### config.mk
export PLATFORM = sky130hd
export DESIGN_NAME = netlist_vector_driver_flat
export DESIGN_NICKNAME = d
export VERILOG_FILES = /design/src/rtl/netlist_pkg.sv /design/src/rtl/netlist_vector_driver_if.sv /design/src/rtl/netlist_vec_table.sv /design/src/rtl/netlist_vector_driver.sv /design/src/flat_wrapper.sv
export SDC_FILE = /design/constraint.sdc
export NUM_CORES = 1
export LEC_CHECK = 0
export CAP_MARGIN = 20
export CORE_MARGIN = 10
export CORE_UTILIZATION = 50
export DETAILED_ROUTE_END_ITERATION = 10
export PLACE_DENSITY = 0.81
export SLEW_MARGIN = 40
export SYNTH_ARGS = -nofsm -noshare
export SYNTH_HDL_FRONTEND = slang
export SYNTH_SLANG_ARGS = --single-unit
### constraint.sdc
create_clock -name clk -period 3.24 [get_ports clk]
set_input_delay 0.81 -clock clk [delete_from_list [all_inputs] [get_ports clk]]
set_output_delay 0.81 -clock clk [all_outputs]
set_load 0.02 [all_outputs]
### src/rtl/netlist_pkg.sv
// Shared types for the B/C/D -> F netlist vector driver: FSM states, table entry
// layout and the golden reference function for F.
package netlist_pkg;

    typedef enum logic [1:0] {
        IDLE  = 2'd0,
        APPLY = 2'd1,
        WAIT  = 2'd2,
        DONE  = 2'd3
    } state_t;

    // Table entries carry hold counts up to this width; the HOLD_W parameter must not exceed it.
    localparam int HOLD_MAX_W = 16;

    typedef struct packed {
        logic                  b;
        logic                  c;
        logic                  d;
        logic [HOLD_MAX_W-1:0] hold;
    } vec_t;

    function automatic logic golden_f(input logic b, input logic c, input logic d);
        return ~(b & c & d);
    endfunction

endpackage

### src/rtl/netlist_vector_driver_if.sv
// Table-load and run-start bus of the netlist vector driver.
interface netlist_vector_driver_if #(
    parameter int IDX_W  = 2,
    parameter int HOLD_W = 8
);
    // Handshake: ld_valid and start have no ready of their own; the driver's busy output is the
    // inverse ready, and both are taken only in a cycle where busy is low, otherwise dropped.
    logic              ld_valid;
    logic [IDX_W-1:0]  ld_idx;
    logic [2:0]        ld_bcd;
    logic [HOLD_W-1:0] ld_hold;
    logic              start;

    modport master (
        output ld_valid,
        output ld_idx,
        output ld_bcd,
        output ld_hold,
        output start
    );

    modport slave (
        input ld_valid,
        input ld_idx,
        input ld_bcd,
        input ld_hold,
        input start
    );

endinterface

### src/rtl/netlist_vec_table.sv
// Register-file vector table: synchronous write port, combinational read by index.
module netlist_vec_table
    import netlist_pkg::*;
#(
    parameter int NUM_VEC = 4,
    parameter int IDX_W   = 2,
    parameter int HOLD_W  = 8
) (
    input  logic              clk,
    input  logic              rst,
    input  logic              we,
    input  logic [IDX_W-1:0]  wr_idx,
    input  logic [2:0]        wr_bcd,
    input  logic [HOLD_W-1:0] wr_hold,
    input  logic [IDX_W-1:0]  rd_idx,
    output vec_t              rd_vec
);

    vec_t tbl [NUM_VEC];

    always_ff @(posedge clk) begin
        if (rst) begin
            for (int i = 0; i < NUM_VEC; i++) begin
                tbl[i] <= '{b: 1'b0, c: 1'b0, d: 1'b0, hold: HOLD_MAX_W'(1)};
            end
        end else if (we && (int'(wr_idx) < NUM_VEC)) begin
            tbl[wr_idx] <= '{b: wr_bcd[2], c: wr_bcd[1], d: wr_bcd[0],
                             hold: HOLD_MAX_W'(wr_hold)};
        end
    end

    assign rd_vec = tbl[rd_idx];

endmodule

### src/rtl/netlist_vector_driver.sv
// Drives stored {B,C,D} vectors into the netlist and counts F mismatches against ~(B&C&D).
// Optional post-sample glitch counting on F is enabled by NETLIST_GLITCH_DET_EN.
module netlist_vector_driver
    import netlist_pkg::*;
#(
    parameter int  NUM_VEC = 4,
    parameter int  HOLD_W  = 8,
    parameter int  SETTLE  = 3,
    parameter int  CNT_W   = 8,
    localparam int IDX_W   = (NUM_VEC > 1) ? $clog2(NUM_VEC) : 1
) (
    input  logic                   clk,
    input  logic                   rst,
    netlist_vector_driver_if.slave ld_bus,
    output logic                   vec_b,
    output logic                   vec_c,
    output logic                   vec_d,
    input  logic                   f_in,
    output logic                   busy,
    output logic                   done,
    output logic                   pass,
    output logic [CNT_W-1:0]       err_cnt,
    output logic [IDX_W-1:0]       cur_idx,
`ifdef NETLIST_GLITCH_DET_EN
    output logic [CNT_W-1:0]       glitch_cnt,
`endif
    output state_t                 state_dbg
);

    localparam int                   EL_W      = $clog2(SETTLE + 2);
    localparam logic [EL_W-1:0]      SAMPLE_AT = EL_W'(SETTLE);
    localparam logic [EL_W-1:0]      EL_MAX    = EL_W'(SETTLE + 1);
    localparam logic [HOLD_MAX_W-1:0] MIN_T    = HOLD_MAX_W'(SETTLE + 1);
    localparam logic [IDX_W-1:0]     LAST_IDX  = IDX_W'(NUM_VEC - 1);

    state_t                  state;
    state_t                  state_nxt;
    logic [HOLD_MAX_W-1:0]   timer;
    logic [EL_W-1:0]         elapsed;
    logic                    f_q;
    logic                    tbl_we;
    logic                    sample_en;
    logic                    mismatch;
    logic                    glitch_ok;
    vec_t                    cur_vec;

    assign tbl_we = ld_bus.ld_valid && (state == IDLE);

    netlist_vec_table #(
        .NUM_VEC (NUM_VEC),
        .IDX_W   (IDX_W),
        .HOLD_W  (HOLD_W)
    ) u_table (
        .clk     (clk),
        .rst     (rst),
        .we      (tbl_we),
        .wr_idx  (ld_bus.ld_idx),
        .wr_bcd  (ld_bus.ld_bcd),
        .wr_hold (ld_bus.ld_hold),
        .rd_idx  (cur_idx),
        .rd_vec  (cur_vec)
    );

    always_ff @(posedge clk) begin
        if (rst) begin
            state <= IDLE;
        end else begin
            state <= state_nxt;
        end
    end

    always_comb begin
        state_nxt = state;
        busy      = 1'b0;
        done      = 1'b0;
        case (state)
            IDLE: begin
                if (ld_bus.start) state_nxt = APPLY;
            end
            APPLY: begin
                busy      = 1'b1;
                state_nxt = WAIT;
            end
            WAIT: begin
                busy = 1'b1;
                if (timer == HOLD_MAX_W'(1)) begin
                    state_nxt = (cur_idx == LAST_IDX) ? DONE : APPLY;
                end
            end
            DONE: begin
                busy      = 1'b1;
                done      = 1'b1;
                state_nxt = IDLE;
            end
            default: state_nxt = IDLE;
        endcase
    end

    assign state_dbg = state;

    // The sample sees f_q, i.e. F as it stood one cycle earlier, SETTLE cycles after APPLY.
    assign sample_en = (state == WAIT) && (elapsed == SAMPLE_AT);
    assign mismatch  = f_q != golden_f(vec_b, vec_c, vec_d);

    always_ff @(posedge clk) begin
        if (rst) begin
            timer   <= '0;
            elapsed <= '0;
            cur_idx <= '0;
            vec_b   <= 1'b0;
            vec_c   <= 1'b0;
            vec_d   <= 1'b0;
            f_q     <= 1'b0;
            err_cnt <= '0;
            pass    <= 1'b0;
        end else begin
            f_q <= f_in;
            case (state)
                IDLE: begin
                    if (ld_bus.start) begin
                        err_cnt <= '0;
                        pass    <= 1'b0;
                    end
                end
                APPLY: begin
                    vec_b   <= cur_vec.b;
                    vec_c   <= cur_vec.c;
                    vec_d   <= cur_vec.d;
                    timer   <= (cur_vec.hold > MIN_T) ? cur_vec.hold : MIN_T;
                    elapsed <= EL_W'(1);
                end
                WAIT: begin
                    timer <= timer - 1'b1;
                    if (elapsed != EL_MAX) elapsed <= elapsed + 1'b1;
                    if (sample_en && mismatch && (err_cnt != '1)) err_cnt <= err_cnt + 1'b1;
                    if (timer == HOLD_MAX_W'(1)) begin
                        cur_idx <= (cur_idx == LAST_IDX) ? '0 : cur_idx + 1'b1;
                    end
                end
                DONE: begin
                    pass <= (err_cnt == '0) && glitch_ok;
                end
                default: ;
            endcase
        end
    end

`ifdef NETLIST_GLITCH_DET_EN
    logic f_q_d;

    // Any f_q change after the sample point means F was not stable for the rest of the hold.
    always_ff @(posedge clk) begin
        if (rst) begin
            f_q_d      <= 1'b0;
            glitch_cnt <= '0;
        end else begin
            f_q_d <= f_q;
            if ((state == IDLE) && ld_bus.start) begin
                glitch_cnt <= '0;
            end else if ((state == WAIT) && (elapsed > SAMPLE_AT) && (f_q != f_q_d)
                         && (glitch_cnt != '1)) begin
                glitch_cnt <= glitch_cnt + 1'b1;
            end
        end
    end

    assign glitch_ok = (glitch_cnt == '0);
`else
    assign glitch_ok = 1'b1;
`endif

endmodule

### src/flat_wrapper.sv
// flat-port wrapper written by rule: the top's interface ports become plain ports
module netlist_vector_driver_flat import netlist_pkg::*;
#(
    parameter int  NUM_VEC = 4,
    parameter int  HOLD_W  = 8,
    parameter int  SETTLE  = 3,
    parameter int  CNT_W   = 8,
    localparam int IDX_W   = (NUM_VEC > 1) ? $clog2(NUM_VEC) : 1
)
  (clk, rst, vec_b, vec_c, vec_d, f_in, busy, done, pass, err_cnt, cur_idx, state_dbg, ld_bus_ld_valid, ld_bus_ld_idx, ld_bus_ld_bcd, ld_bus_ld_hold, ld_bus_start);
  netlist_vector_driver_if #(.IDX_W((2)), .HOLD_W(HOLD_W)) ld_bus_i ();
  input  logic clk;
  input  logic rst;
  output logic vec_b;
  output logic vec_c;
  output logic vec_d;
  input  logic f_in;
  output logic busy;
  output logic done;
  output logic pass;
  output logic [CNT_W-1:0] err_cnt;
  output logic [IDX_W-1:0] cur_idx;
  output state_t state_dbg;
  input wire logic [$bits(ld_bus_i.ld_valid)-1:0] ld_bus_ld_valid;
  input wire logic [$bits(ld_bus_i.ld_idx)-1:0] ld_bus_ld_idx;
  input wire logic [$bits(ld_bus_i.ld_bcd)-1:0] ld_bus_ld_bcd;
  input wire logic [$bits(ld_bus_i.ld_hold)-1:0] ld_bus_ld_hold;
  input wire logic [$bits(ld_bus_i.start)-1:0] ld_bus_start;
  assign ld_bus_i.ld_valid = ld_bus_ld_valid;
  assign ld_bus_i.ld_idx = ld_bus_ld_idx;
  assign ld_bus_i.ld_bcd = ld_bus_ld_bcd;
  assign ld_bus_i.ld_hold = ld_bus_ld_hold;
  assign ld_bus_i.start = ld_bus_start;
  netlist_vector_driver #(.NUM_VEC(NUM_VEC), .HOLD_W(HOLD_W), .SETTLE(SETTLE), .CNT_W(CNT_W)) u_core (.clk(clk), .rst(rst), .ld_bus(ld_bus_i), .vec_b(vec_b), .vec_c(vec_c), .vec_d(vec_d), .f_in(f_in), .busy(busy), .done(done), .pass(pass), .err_cnt(err_cnt), .cur_idx(cur_idx), .state_dbg(state_dbg));
endmodule
==> results of run 1 <==
[Yosys cell counts, drive strengths merged, types with 2 or more instances]
| cell | instances | area (sq um) |
|---|---|---|
| edfxtp | 44 | 1320 |
| and2 | 42 | 263 |
| dfxtp | 38 | 761 |
| nor2 | 26 | 105 |
| a21oi | 19 | 95.1 |
| o21ai | 16 | 80.1 |
| inv | 13 | 48.8 |
| clkbuf | 12 | 45.0 |
| ha | 12 | 150 |
| nand2 | 12 | 45.0 |
| mux4 | 11 | 248 |
| nand3 | 9 | 45.0 |
| or3 | 9 | 63.8 |
| nor3 | 8 | 40.0 |
| nand2b | 7 | 43.8 |
| or4 | 7 | 56.3 |
| xnor2 | 7 | 61.3 |
| a211oi | 5 | 37.5 |
| a31oi | 5 | 31.3 |
| mux2i | 4 | 40.0 |
| nor2b | 4 | 25.0 |
| nor4 | 4 | 25.0 |
| or2 | 4 | 25.0 |
| nand4 | 3 | 18.8 |
| o31ai | 3 | 22.5 |
| a311oi | 2 | 17.5 |
| a41o | 2 | 20.0 |
| nor3b | 2 | 15.0 |
| o22ai | 2 | 12.5 |
[sequential cells by signal, summed over array words and instances, names as in the netlist, named ones only]
signal and cells:
u_core.pass 1, u_core.state_dbg 2, u_core.vec_c 1, u_core.err_cnt 8, u_core.vec_d 1, u_core.vec_b 1, u_core.elapsed 3, u_core.f_q 1
u_core.u_table.tbl 44, u_core.timer 16, u_core.cur_idx 2
[cells in the final DEF (no fill, tap or decap), types with 6 or more instances in the layout]
cell / Yosys / layout
edfxtp_1: 44 / 44
and2_1: 42 / 42
dfxtp_1: 38 / 38
clkdlybuf4s50_1: 0 / 35
nor2_1: 25 / 25
a21oi_1: 19 / 19
o21ai_0: 16 / 16
inv_1: 13 / 13
nand2_1: 12 / 12
ha_1: 12 / 12
mux4_2: 11 / 11
nand3_1: 9 / 9
clkbuf_8: 0 / 9
nor3_1: 8 / 8
xnor2_1: 7 / 7
nand2b_1: 7 / 7
or3_1: 6 / 6
or4_1: 6 / 6
[metrics by stage]
stage / hold slack, ns / setup slack, ns / power (W) / area (sq um)
after floorplan: 0.466 / 1.11 / 0.00226 / 3880
after global placement: 0.484 / 0.625 / 0.00252 / 4340
after detailed placement: 0.508 / 0.554 / 0.00257 / 4340
after CTS: 0.519 / 0.372 / 0.00340 / 4560
after global routing: 0.557 / 0.250 / 0.00361 / 4560
final: 0.520 / 0.362 / 0.00339 / 4560
[kinds of logic after synthesis]
family          synth area share (%)
mux                             7.71
simple gates                    20.5
buf+inv                         2.61
fa+ha+maj                       3.87
flops                           53.7
compound gates                  10.1
xor+xnor                        1.58
[metal layers]
layer	wire length [microns]	track usage (%)	vias to the layer above
met2	4250	26.3	57
met3	359	4.82	11
met1	3410	16.5	1356
met5	0	0	-
li1	-	-	1352
met4	124	3.53	0
[area by class of cell]
class	instances	area, sq um	share of cell area, %
multi-input cells	238	1690	37.1
clock buffers	9	124	2.71
inverters	13	48.8	1.07
flip-flops and latches	82	2080	45.6
repair buffers	40	388	8.50
well taps	102	128	2.80
clock inverters	7	98.8	2.17
[critical path, stage by stage, from the launching register on]
cell             delay, ns
dfxtp_1               0.46
inv_1                 0.13
ha_1                  0.34
inv_1                 0.15
clkdlybuf4s50_1       0.62
[worst paths after layout]
path	end	slack, ns	cells past startpoint
max	busy	0.36	4
min	u_core.elapsed[0]$_SDFFE_PP0P_	0.52	1
max reg2reg	u_core.err_cnt[5]$_SDFFE_PP0P_	0.89	7
min reg2reg	u_core.elapsed[0]$_SDFFE_PP0P_	0.52	1
[power groups by stage]
stage | clock network [W] | logic, W | registers, W
after floorplan | 0 | 0.000862 | 0.00140
after global placement | 0 | 0.00111 | 0.00141
after detailed placement | 0 | 0.00115 | 0.00142
after CTS | 0.000846 | 0.00116 | 0.00140
after global routing | 0.000888 | 0.00130 | 0.00142
final | 0.000833 | 0.00116 | 0.00140
==> impl_metrics.toml, run 1 <==
[global_route]
grt_pass1_wl_mm = 13.7
grt_pass1_vias = 2817
grt_antenna_before_repair = 0
grt_max_degree = 31
overflow = 0
track_usage_pct = 14.7

[power]
pwr-share-seq_pct = 41.3
power_frac_comb_pct = 34.2
irDropWorstVdd_mv = 0.305
leakage_nw = 1.61
switching_power_w = 0.00119
sw_frac_of_total_pct = 35.0
p_int_w = 0.00220
power_density_nw_per_um2 = 743
clkPwrFrac_pct = 24.6

[timing]
rsz0062_at_grt = "false"
max_slew_margin_pct = 52.3
setup_tns_ns = 0
min_period_ns = 2.88
setup_viol = 0
max_freq_ghz = 0.348
slew_violations = 0
hold_viol = 0
worst_pin_slew_ns = 0.714
period_share_pct = 88.8
skew_ns = 0.0136

[synth]
avgSynthCellArea_sq_um = 11.2
synth_nets = 376
netlist_instances = 346
synth_seq_cells = 82
synth_ff_type = "edfxtp_1"
yosysWarnings = 0
syn_area_sq_um = 3880
synth-edff-count = 44
synth_async_sr_flop_share_pct = 0
ys_types = 47
synth_seq_area_share_pct = 53.7

[drt]
drc = 0
viasPerCell = 5.65
ant_nets = 0
vias = 2776
wl_per_cell_microns = 16.6
first_pass_iters = 4
drtIter0Drc = 103
routed_wl_mm = 8.14

[clock_network]
cts.clk_slew.worst_paths_ns = 0.08
cts_tree = "yes"
htree_levels = 3
cts_resized = 0
clk-insertion-delay-late_ns = 0.37
cts_hold_buf = 0
cts.sink_count = 82
cts_setup_buffers = 0
cts-buffers-inserted = 9
cts_buffer_depth = 2
cts-root-buf = "clkbuf_8"

[die]
ioPinCount = 36
die-area_sq_um = 11700
dieHeight_microns = 108
initial_utilization_pct = 50.7
die_w_microns = 108
row_count = 32
coreArea_sq_um = 7650

[finish]
layoutNonFillerInstCount = 491
antenna_cells = 0
nets = 414
area_growth_syn_to_layout_pct = 17.7
fillCellCount = 595
drive_gt1_share_pct = 11.1
final_util_pct = 59.7

[critical_path]
start_kind = "flop"
critical_path.max_fanout = 7
worst_setup_path_end_kind = "primary output"
cp-startpoint = "u_core.state_dbg[0]$_SDFFE_PP0P_"
critPathKind = "reg -> out"
cp.required_ns = 2.43
arrival_ns = 2.07
r2r_start = "u_core.state_dbg[0]$_SDFFE_PP0P_"

[placement]
port_buffers = 35
placed_cells_incl_taps = 475
place_congestion = 0.876
dp_hpwl_mm = 5.96

[min_path]
hold_path_startpoint = "u_core.elapsed[0]$_SDFFE_PP0P_"
hold_class = "reg -> reg"

[job]
max_cap_viol_count = 0

[run_status]
outcome = "complete, no violations"
(Power assumes the default switching activity.)
==> run 2: changes to the inputs <==
Settings changed: CORE_MARGIN 10 to 4, SLEW_MARGIN 40 to 20.
==> run 2 against run 1 <==
  * Flip-flop and latch count unchanged
  * Count of clock-buffer cells in the layout increased by 2
  * Die area down 21%
  * Sequential share of layout area increased by 0.40 points
  * Critical endpoint unchanged
  * Via count down 0.22%
  * Critical path depth did not move
  * Maximum frequency is 1.3% higher
  * Cell area is 0.88% lower
  * Non-clock buffer count unchanged
==> impl_metrics.toml, run 2 (synthesis gave the netlist of run 1 again) <==
[die]
initial_utilization_pct = 52.3
coreArea_sq_um = 7410
dieHeight_microns = 96.1
die-area_sq_um = 9230
die_w_microns = 96.1
ioPinCount = 36
row_count = 31

[critical_path]
crit_family = "buffers and inverters"
cp.required_ns = 2.43
worst-path-buf-inv = 3
cpMaxStageDelayCell = "clkdlybuf4s50_1"
r2r_start = "u_core.state_dbg[0]$_SDFFE_PP0P_"
r2r_setup_slack_ns = 0.88
worst_setup_path_end_kind = "primary output"
crit_path_frequent_cell = "inv_1"
crit_chain = "inv_1 -> ha_1 -> inv_1 -> clkdlybuf4s50_1"
critPathKind = "reg -> out"
critical_path.max_fanout = 7
rr_endpoint = "u_core.u_table.tbl[1][2]$_SDFFCE_PN0P_"
reg2reg_depth = 7
arrival_ns = 2.03
start_kind = "flop"
slowest_delay_ns = 0.61

[placement]
placed_cell_area_sq_um = 4340
dp_hpwl_mm = 5.61
dp_slack_ns = 0.552
place_congestion = 0.823
port_buffers = 35

[clock_network]
cts_resized = 0
cts-buffers-inserted = 9
cts_tree = "yes"
cts_setup_buffers = 0
htree_levels = 3
clk-insertion-delay-late_ns = 0.35
cts-root-buf = "clkbuf_8"
cts_hold_buf = 0
cts_buffer_depth = 2
cts.clk_slew.worst_paths_ns = 0.08
cts.sink_count = 82

[timing]
min_period_ns = 2.84
setup_tns_ns = 0
fin_ws_ns = 0.399
slew_violations = 0
rsz0062_at_grt = "false"
max_slew_margin_pct = 51.6
whs_ns = 0.511
setup_viol = 0
period_share_pct = 87.7
hold_viol = 0
skew_ns = 0.00828
worst_pin_slew_ns = 0.726
max_freq_ghz = 0.352

[global_route]
grt_pass1_wl_mm = 12.8
grt_max_degree = 31
track_usage_pct = 18.3
grt_busiest_layer = "met2"
met1_usage_pct = 22.4
use_met3_pct = 4.30
overflow = 0
grt_antenna_before_repair = 0
grt_pass1_vias = 2702
met2_usage_pct = 31.8

[finish]
drive_gt1_share_pct = 10.3
final_common_cell = "edfxtp_1"
layout_common_cells = "44 x edfxtp_1, 42 x and2_1, 38 x dfxtp_1, 35 x clkdlybuf4s50_1, 25 x nor2_1"
nets = 414
finish.instance_area_sq_um = 4520
area_growth_syn_to_layout_pct = 16.7
antenna_cells = 0
reg_top3 = "u_core.u_table.tbl: 44 flops, u_core.timer: 16 flops, u_core.err_cnt: 8 flops"
top_register = "u_core.u_table.tbl"
largest_register_ffs = 44

[job]
max_cap_viol_count = 0

[drt]
drtIter0Drc = 103
viasPerCell = 5.68
ant_nets = 0
first_pass_iters = 4
routed_wl_mm = 7.68
wl_per_cell_microns = 15.7
drc = 0
vias = 2770

[power]
power_density_nw_per_um2 = 719
leakage_nw = 1.58
irDropWorstVdd_mv = 0.373

[min_path]
hold_end = "u_core.timer[13]$_SDFFE_PP0P_"
hold_path_startpoint = "u_core.timer[13]$_SDFFE_PP0P_"
holdPathStages = 2
hold_class = "reg -> reg"

[run_status]
outcome = "complete, no violations"
==> run 2: changes by cell type in the layout (fill, tap and decap cells not counted), sizes merged <==
cell / delta
inv: -3
clkbuf: +2
clkinv: +1
bufinv: -1
clkinvlp: +1
==> run 2: final cells by class <==
type / instances / area, sq um
timing repair buffer: 40 / 388
inverter: 13 / 48.8
clock inverter: 5 / 55.1
sequential: 82 / 2080
fill: 603 / 2890
multi-input combinational: 238 / 1690
clock buffer: 11 / 131
tap: 99 / 124
==> run 2: worst max path at each step <==
stage,start,end,cells past startpoint
final,u_core.state_dbg[0]$_SDFFE_PP0P_,busy,4
after global routing,u_core.state_dbg[0]$_SDFFE_PP0P_,busy,4
after CTS,u_core.state_dbg[0]$_SDFFE_PP0P_,busy,4
after detailed placement,ld_bus_ld_valid,u_core.u_table.tbl[2][5]$_SDFFCE_PN0P_,6
after global placement,ld_bus_ld_valid,u_core.u_table.tbl[2][3]$_SDFFCE_PN0P_,6
after floorplan,u_core.state_dbg[0]$_SDFFE_PP0P_,u_core.err_cnt[4]$_SDFFE_PP0P_,8
==> run 2: worst min-delay path, stage by stage (launching register included) <==
cell and delay [ns]:
dfxtp_1 0.33, o21ai_0 0.07, a21oi_1 0.06
==> run 2: through the flow <==
stage,power (W),utilization [%],instances
detailed placement,0.00256,58.5,472
CTS,0.00327,61.1,488
global route,0.00346,61.1,488
floorplan,0.00226,-,346
finish,0.00325,61.1,488
global placement,0.00252,58.5,472
==> run 2: metal layers <==
layer,share of wire (%),up-vias
met2,50,69
li1,-,1348
met4,1.7,0
met1,43,1340
met5,0,-
met3,4.4,13
==> run 2: report_power, final <==
group | internal (W) | total, W | switching, W
combinational | 0.000495 | 0.00115 | 0.000655
sequential | 0.00126 | 0.00140 | 0.000133
clock | 0.000354 | 0.000705 | 0.000352
total | 0.00211 | 0.00325 | 0.00114
==> run 3: changes to the inputs <==
Settings changed: PLACE_DENSITY 0.81 to 0.82.
==> run 3 against run 2 <==
  * Critical endpoint unchanged
  * Power grew 0.66%
  * Critical path type unchanged
  * Non-clock buffer count is the same
  * Largest power group unchanged
  * Global-route usage shrank 0.32 points
==> impl_metrics.toml, run 3 (synthesis gave the netlist of run 1 again) <==
[finish]
final_common_cell = "edfxtp_1"
drive_gt1_share_pct = 10.8
reg_top3 = "u_core.u_table.tbl: 44 flops, u_core.timer: 16 flops, u_core.err_cnt: 8 flops"
top_register = "u_core.u_table.tbl"
layout_common_cells = "44 x edfxtp_1, 42 x and2_1, 38 x dfxtp_1, 35 x clkdlybuf4s50_1, 25 x nor2_1"
antenna_cells = 0
area_growth_syn_to_layout_pct = 16.8
fillCellCount = 580
largest_register_ffs = 44
nets = 414
layoutNonFillerInstCount = 488

[timing]
setup_tns_ns = 0
hold_viol = 0
max_slew_margin_pct = 52.9
rsz0062_at_grt = "false"
setup_viol = 0
max_freq_ghz = 0.354
min_period_ns = 2.83
slew_violations = 0
worst_pin_slew_ns = 0.701
skew_ns = 0.00515
period_share_pct = 87.2

[die]
coreArea_sq_um = 7410
row_count = 31
ioPinCount = 36
die_w_microns = 96.1
initial_utilization_pct = 52.3
die-area_sq_um = 9230
dieHeight_microns = 96.1

[drt]
vias = 2729
wl_per_cell_microns = 15.3
viasPerCell = 5.59
first_pass_iters = 5
ant_nets = 0
routed_wl_mm = 7.45
drtIter0Drc = 80
drc = 0

[global_route]
track_usage_pct = 18.0
grt_pass1_vias = 2687
grt_max_degree = 31
grt_antenna_before_repair = 0
grt_pass1_wl_mm = 12.7
overflow = 0

[power]
fin_total_pwr_w = 0.00327
leakage_nw = 1.59
power_density_nw_per_um2 = 722
irDropWorstVdd_mv = 0.381

[min_path]
hold_class = "reg -> reg"

[critical_path]
critPathKind = "reg -> out"
critical_path.max_fanout = 7
worst_setup_path_end_kind = "primary output"
cp.required_ns = 2.43
r2r_setup_slack_ns = 0.89
arrival_ns = 2.02
start_kind = "flop"

[clock_network]
cts_tree = "yes"
cts.sink_count = 82
cts_setup_buffers = 0
cts-buffers-inserted = 9
clk-insertion-delay-late_ns = 0.34
cts.clk_slew.worst_paths_ns = 0.08
cts_resized = 0
cts_buffer_depth = 2
cts_hold_buf = 0
htree_levels = 3
cts-root-buf = "clkbuf_8"

[placement]
placed_cells_incl_taps = 472
place_congestion = 0.812
port_buffers = 35
dp_hpwl_mm = 5.57

[job]
max_cap_viol_count = 0

[run_status]
outcome = "complete, no violations"
-- run 3: cell types whose count changed in the layout (fill, tap and decap cells not counted), sizes merged --
cell      change
clkinvlp      -2
clkbuf        -1
inv           +1
clkinv        +2
-- run 3: path summary, 6_finish.rpt --
check                                                      start                              to  depth (start not counted)
worst max register to register  u_core.state_dbg[0]$_SDFFE_PP0P_  u_core.err_cnt[5]$_SDFFE_PP0P_                          7
worst min register to register     u_core.timer[13]$_SDFFE_PP0P_   u_core.timer[13]$_SDFFE_PP0P_                          2
worst min-delay path               u_core.timer[13]$_SDFFE_PP0P_   u_core.timer[13]$_SDFFE_PP0P_                          2
worst max-delay path            u_core.state_dbg[0]$_SDFFE_PP0P_                            busy                          4
-- run 3: critical path, stage by stage, from the launching register on --
cell	delay, ns
dfxtp_1	0.45
inv_1	0.13
ha_1	0.34
inv_1	0.14
clkdlybuf4s50_1	0.62
-- run 3: power by group --
group / switching [W] / internal [W] / total, W
Clock: 0.000361 / 0.000359 / 0.000720
Combinational: 0.000661 / 0.000496 / 0.00116
Sequential: 0.000132 / 0.00126 / 0.00140
Total: 0.00115 / 0.00212 / 0.00327
-- run 3: metal layers --
metal  global-route usage (%)  vias to the layer above  part of all wire (%)
met3                     3.60                       15                   4.9
met5                        0                        -                     0
met1                     22.1                     1297                    43
met4                     6.04                        0                   1.6
li1                         -                     1345                     -
met2                     31.4                       72                    50
-- run 3: cell type report --
type / count / area [sq um] / share of cell area [%]
sequential: 82 / 2080 / 46.0
multi-input combinational: 238 / 1690 / 37.4
timing repair buffer: 40 / 388 / 8.56
clock buffer: 10 / 128 / 2.82
tap: 99 / 124 / 2.73
clock inverter: 6 / 66.3 / 1.46
inverter: 13 / 48.8 / 1.08
-- run 3: stage by stage --
stage	worst slack, ns	util, %	cell area [sq um]	hold WS, ns
global placement	0.620	58.5	4340	0.484
detailed placement	0.549	58.5	4340	0.499
global route	0.308	61.2	4530	0.533
CTS	0.408	61.2	4530	0.509
floorplan	1.11	-	3880	0.466
finish	0.413	61.2	4530	0.503
